[config.mk]
export PLATFORM = sky130hd
export DESIGN_NAME = uart_tx_mmio
export DESIGN_NICKNAME = d
export VERILOG_FILES = /design/src/rtl/arch_defs_pkg.sv /design/src/rtl/sync_fifo.sv /design/src/rtl/uart_tx_mmio.sv
export SDC_FILE = /design/constraint.sdc
export NUM_CORES = 1
export LEC_CHECK = 0
export CAP_MARGIN = 20
export CORE_ASPECT_RATIO = 0.7
export CORE_UTILIZATION = 60
export CTS_CLUSTER_DIAMETER = 30
export DETAILED_ROUTE_END_ITERATION = 12
export DONT_BUFFER_PORTS = 1
export PLACE_DENSITY = 0.76
export SYNTH_ARGS = -nofsm -noshare
export SYNTH_HDL_FRONTEND = slang
export SYNTH_SLANG_ARGS = --single-unit
[constraint.sdc]
create_clock -name clk -period 6.03 [get_ports clk]
set_input_delay 0.603 -clock clk [delete_from_list [all_inputs] [get_ports clk]]
set_output_delay 0.603 -clock clk [all_outputs]
set_load 0.005 [all_outputs]
[src/rtl/arch_defs_pkg.sv]
// Shared definitions for the memory-mapped UART transmitter: register map, STATUS bits, FSM states.
// UART_TX_PARITY_EN adds the PARITY state to the transmit FSM.
package arch_defs_pkg;

  localparam int DATA_WIDTH = 8;

  localparam logic [1:0] REG_DATA   = 2'd0;
  localparam logic [1:0] REG_STATUS = 2'd1;
  localparam logic [1:0] REG_CTRL   = 2'd2;
  localparam logic [1:0] REG_RSVD   = 2'd3;

  localparam int ST_BUSY     = 0;
  localparam int ST_FULL     = 1;
  localparam int ST_EMPTY    = 2;
  localparam int ST_OVERFLOW = 3;

  typedef enum logic [2:0] {
    TX_IDLE,
    TX_START,
    TX_DATA,
`ifdef UART_TX_PARITY_EN
    TX_PARITY,
`endif
    TX_STOP
  } tx_state_t;

endpackage

[src/rtl/sync_fifo.sv]
// Single-clock FIFO with occupancy count; a push while full is accepted only if a pop happens in the same cycle.
module sync_fifo #(
  parameter int WIDTH = 8,
  parameter int DEPTH = 4
) (
  input  logic             clk,
  input  logic             reset,
  input  logic             push,
  input  logic             pop,
  input  logic [WIDTH-1:0] wdata,
  output logic [WIDTH-1:0] rdata,
  output logic             full,
  output logic             empty
);

  localparam int AW = $clog2(DEPTH);
  localparam int CW = AW + 1;

  logic [WIDTH-1:0] mem [DEPTH];
  logic [AW-1:0]    wr_ptr;
  logic [AW-1:0]    rd_ptr;
  logic [CW-1:0]    count;
  logic             do_push;
  logic             do_pop;

  assign full    = (count == CW'(DEPTH));
  assign empty   = (count == '0);
  assign do_pop  = pop && !empty;
  assign do_push = push && (!full || do_pop);
  assign rdata   = mem[rd_ptr];

  always_ff @(posedge clk) begin
    if (do_push) mem[wr_ptr] <= wdata;
  end

  // Pointers are clog2(DEPTH) wide, so they wrap modulo DEPTH on their own.
  always_ff @(posedge clk) begin
    if (reset) begin
      wr_ptr <= '0;
      rd_ptr <= '0;
      count  <= '0;
    end else begin
      if (do_push) wr_ptr <= wr_ptr + AW'(1);
      if (do_pop)  rd_ptr <= rd_ptr + AW'(1);
      case ({do_push, do_pop})
        2'b10:   count <= count + CW'(1);
        2'b01:   count <= count - CW'(1);
        default: count <= count;
      endcase
    end
  end

endmodule

[src/rtl/uart_tx_mmio.sv]
// Memory-mapped UART transmitter: DATA/STATUS/CTRL registers, TX FIFO and 8N1 serialiser.
// Defining UART_TX_PARITY_EN inserts an even-parity bit between data and stop (11-bit frame).
module uart_tx_mmio
  import arch_defs_pkg::*;
#(
  parameter int CLKS_PER_BIT = 16,
  parameter int FIFO_DEPTH   = 4
) (
  input  logic                  clk,
  input  logic                  reset,
  input  logic                  sel,
  input  logic [1:0]            reg_addr,
  input  logic                  mem_read,
  input  logic                  mem_write,
  input  logic [DATA_WIDTH-1:0] data_in,
  output logic [DATA_WIDTH-1:0] data_out,
  output logic                  tx,
  output logic                  irq_empty
);

  localparam logic [15:0] BAUD_LAST = 16'(CLKS_PER_BIT - 1);

  tx_state_t             state;
  tx_state_t             state_next;
  logic [15:0]           baud_cnt;
  logic [2:0]            bit_cnt;
  logic [DATA_WIDTH-1:0] shifter;
  logic                  overflow;
  logic                  baud_done;
  logic                  busy;
  logic                  wr_en;
  logic                  rd_en;
  logic                  fifo_push;
  logic                  fifo_pop;
  logic                  fifo_full;
  logic                  fifo_empty;
  logic [DATA_WIDTH-1:0] fifo_rdata;
  logic [7:0]            status;
`ifdef UART_TX_PARITY_EN
  logic                  parity_bit;
`endif

  assign wr_en     = sel & mem_write;
  assign rd_en     = sel & mem_read;
  assign fifo_push = wr_en && (reg_addr == REG_DATA);
  assign baud_done = (baud_cnt == BAUD_LAST);
  assign busy      = (state != TX_IDLE);
  assign irq_empty = fifo_empty && !busy;

  sync_fifo #(
    .WIDTH (DATA_WIDTH),
    .DEPTH (FIFO_DEPTH)
  ) u_fifo (
    .clk   (clk),
    .reset (reset),
    .push  (fifo_push),
    .pop   (fifo_pop),
    .wdata (data_in),
    .rdata (fifo_rdata),
    .full  (fifo_full),
    .empty (fifo_empty)
  );

  always_ff @(posedge clk) begin
    if (reset) state <= TX_IDLE;
    else       state <= state_next;
  end

  // STOP pops the next byte directly so queued frames leave with no idle gap.
  always_comb begin
    state_next = state;
    fifo_pop   = 1'b0;
    case (state)
      TX_IDLE: begin
        if (!fifo_empty) begin
          fifo_pop   = 1'b1;
          state_next = TX_START;
        end
      end
      TX_START: if (baud_done) state_next = TX_DATA;
      TX_DATA: begin
        if (baud_done && bit_cnt == 3'd7) begin
`ifdef UART_TX_PARITY_EN
          state_next = TX_PARITY;
`else
          state_next = TX_STOP;
`endif
        end
      end
`ifdef UART_TX_PARITY_EN
      TX_PARITY: if (baud_done) state_next = TX_STOP;
`endif
      TX_STOP: begin
        if (baud_done) begin
          if (!fifo_empty) begin
            fifo_pop   = 1'b1;
            state_next = TX_START;
          end else begin
            state_next = TX_IDLE;
          end
        end
      end
      default: state_next = TX_IDLE;
    endcase
  end

  always_ff @(posedge clk) begin
    if (reset) begin
      baud_cnt <= '0;
      bit_cnt  <= '0;
      shifter  <= '0;
      overflow <= 1'b0;
    end else begin
      if (state_next != state || baud_done || state == TX_IDLE) baud_cnt <= '0;
      else                                                      baud_cnt <= baud_cnt + 16'd1;

      if (state == TX_DATA) begin
        if (baud_done) bit_cnt <= bit_cnt + 3'd1;
      end else begin
        bit_cnt <= '0;
      end

      if (fifo_pop)                         shifter <= fifo_rdata;
      else if (state == TX_DATA && baud_done) shifter <= {1'b0, shifter[DATA_WIDTH-1:1]};

      if (fifo_push && fifo_full && !fifo_pop)             overflow <= 1'b1;
      else if (wr_en && reg_addr == REG_CTRL && data_in[0]) overflow <= 1'b0;
    end
  end

`ifdef UART_TX_PARITY_EN
  // Parity is latched at load time because the shifter is consumed during DATA.
  always_ff @(posedge clk) begin
    if (reset)         parity_bit <= 1'b0;
    else if (fifo_pop) parity_bit <= ^fifo_rdata;
  end
`endif

  always_comb begin
    case (state)
      TX_START:  tx = 1'b0;
      TX_DATA:   tx = shifter[0];
`ifdef UART_TX_PARITY_EN
      TX_PARITY: tx = parity_bit;
`endif
      default:   tx = 1'b1;
    endcase
  end

  always_comb begin
    status              = '0;
    status[ST_BUSY]     = busy;
    status[ST_FULL]     = fifo_full;
    status[ST_EMPTY]    = fifo_empty;
    status[ST_OVERFLOW] = overflow;
  end

  always_comb begin
    data_out = '0;
    if (rd_en) begin
      case (reg_addr)
        REG_STATUS:                   data_out = status;
        REG_DATA, REG_CTRL, REG_RSVD: data_out = '0;
        default:                      data_out = '0;
      endcase
    end
  end

endmodule

==> reports/results.ini <==
[timing]
maxSlewViolCount=0
finalHoldViolations=0
fin_crit_ns=3.190
finalClockSkew_ns=0.008477
fin_ws_ns=2.840
final-setup-viol-count=0
slew_headroom_pct=59.09
worst_pin_slew_ns=0.6136
tns_ns=0
rsz0062_at_grt=false
fmax_mhz=313.5
finalCritPeriodShare_pct=52.90

[synthesis]
synth_area_um2=3187
avgSynthCellArea_um2=11.85
synth_edf_count=32
ys_ff_latch=72
synth_cells=269
ys_warn_count=0
yosysTopAreaCellShare_pct=30.15
synth.top_cells.by_count=dfxtp_1, nor2_1, edfxtp_1
synth_most_common_cell=dfxtp_1
ys_top_cells_by_area=edfxtp_1, dfxtp_1, mux4_2
synth_cell_types=45
synth_top_cell_by_area=edfxtp_1
async_flop_share_pct=0
yosysSeqAreaShare_pct=55.28
synthFlopType=dfxtp_1

[placement]
dp.cells=327
dpl.hpwl_um=3568
postPlaceCellArea_um2=3172
io_buffers=0
dp_slack_ns=2.860
gp_congestion=0.7578

[global_route]
grt_usage_pct=21.20
grt_max_degree=24
grt_antenna_before_repair=0
grt_pass1_wl_um=8528
grt_pass1_vias=1737
grt_overflow=0

[pwr]
p_leak_nw=1.079
power.density_nw_per_um2=295.4
power_w=0.001001
ir_worst_vdd_v=0.0002009

[run]
drv_cap=0

[cts]
clock_sinks=72
cts_inserted_buffers=9
cts-root-buf=clkbuf_8
cts-hold-fix-buffers=0
clk_latency_ns=0.35
clock_path_buffers=2
cts_setup_buffers=0
htree_num_levels=3
cts_resized=0
cts_tree=built
clk_pin_slew_worst_paths_ns=0.08

[die]
die_area_um2=5611
dieWidth_um=89.11
dieHeight_um=62.98
row_count=21
core_area_um2=4940
initial_core_util_pct=64.51
ios=25

[critical_path]
worstPathArrival_ns=3.48
reg2reg_setup_slack_ns=2.84
worst-path-max-fanout=14
end_kind=flip-flop
crit_type=flip-flop to flip-flop
crit_required_ns=6.32
startpoint_type=flip-flop

[routing]
vias=1878
avgViaCountPerCell=5.475
drtIter0Drc=95
wl_per_cell_um=15.22
ant_nets=0
drcViolationCount=0
dr.pass1.iters=4
routed_wl_um=5221

[worst_hold_path]
worstHoldPathType=primary input to flip-flop

[cells_and_area]
multi_input_area_um2=1285
nFillCells=374
design_area_um2=3391
final_cells=343
register_area_um2=1762
drive_gt1_share_pct=15.33
nNetsFinal=293
num_antenna_cells=0
area_growth_pct=6.400

[run_status]
status=complete, no violations

==> state kept, by name, summed over array words and instances, names as in the netlist, named ones only <==
register,flops
u_fifo.count,3
shifter,8
overflow,1
bit_cnt,3
u_fifo.wr_ptr,2
u_fifo.rd_ptr,2
baud_cnt,16
u_fifo.mem,32
state,3
==> per-stage QoR <==
step,utilization (%),hold WS (ns)
after floorplan,-,0.4274
after global placement,64.21,0.4398
after detailed placement,64.21,0.4431
after CTS,68.64,0.2946
after global routing,68.64,0.2836
final,68.64,0.3093
==> worst paths after layout <==
check              start         endpoint  cells after the start
max reg2reg  baud_cnt[0]  u_fifo.count[2]                     10
min                reset       shifter[5]                      1
min reg2reg  baud_cnt[0]      baud_cnt[0]                      1
max          baud_cnt[0]  u_fifo.count[2]                     10
==> report_power, final <==
part	total, W	internal (W)	switching (W)
clock network	0.000416	0.000233	0.000183
registers	0.000532	0.000520	0.0000121
logic	0.0000537	0.0000259	0.0000278
==> cell usage in the layout (no fill, tap or decap), types with 9 or more instances in the layout <==
cell type  synthesis  layout
clkbuf_8           0       9
inv_1              9       9
nor2_1            34      34
nand2_1           20      20
nand3_1           10      10
xnor2_1            9       9
edfxtp_1          32      32
xor2_1            10      10
dfxtp_1           40      40
==> cells by family after synthesis <==
| group | count (synthesis) | synth area share, % |
|---|---|---|
| AOI/OAI and AO/OA | 21 | 5.183 |
| xor gates and xnor gates | 19 | 5.222 |
| adders and majority gates | 9 | 3.769 |
| buffers and inverters | 25 | 4.868 |
| DFF | 72 | 55.28 |
| muxes | 13 | 7.263 |
| other | 1 | 0.1177 |
| and+or+nand+nor | 109 | 18.30 |
==> final cells by class <==
type / count / area share [%]
inverters: 10 / 1.144
clock buffers: 9 / 3.653
well taps: 69 / 2.546
multi-input cells: 176 / 37.90
flip-flops and latches: 72 / 51.96
clock inverters: 7 / 2.804
==> layer usage <==
metal  vias to the layer above  part of all wire, %  GRT usage [%]
met5                         -                    0              0
met4                         0                 0.73          5.357
met3                         5                  6.4          9.379
met2                        51                   42          27.86
met1                       887                   50          31.89
li1                        935                    -              -
==> worst max-delay path, cell delays in order (launching register included) <==
cell      delay [ns]
dfxtp_1         0.34
ha_1            0.23
and3_1          0.21
and4_1          0.28
a22oi_2         0.53
clkinv_2        0.26
ha_1            0.30
fa_1            0.39
xnor2_1         0.14
or3_1           0.31
a21oi_1         0.14
Power figures use the tool's default switching activity.
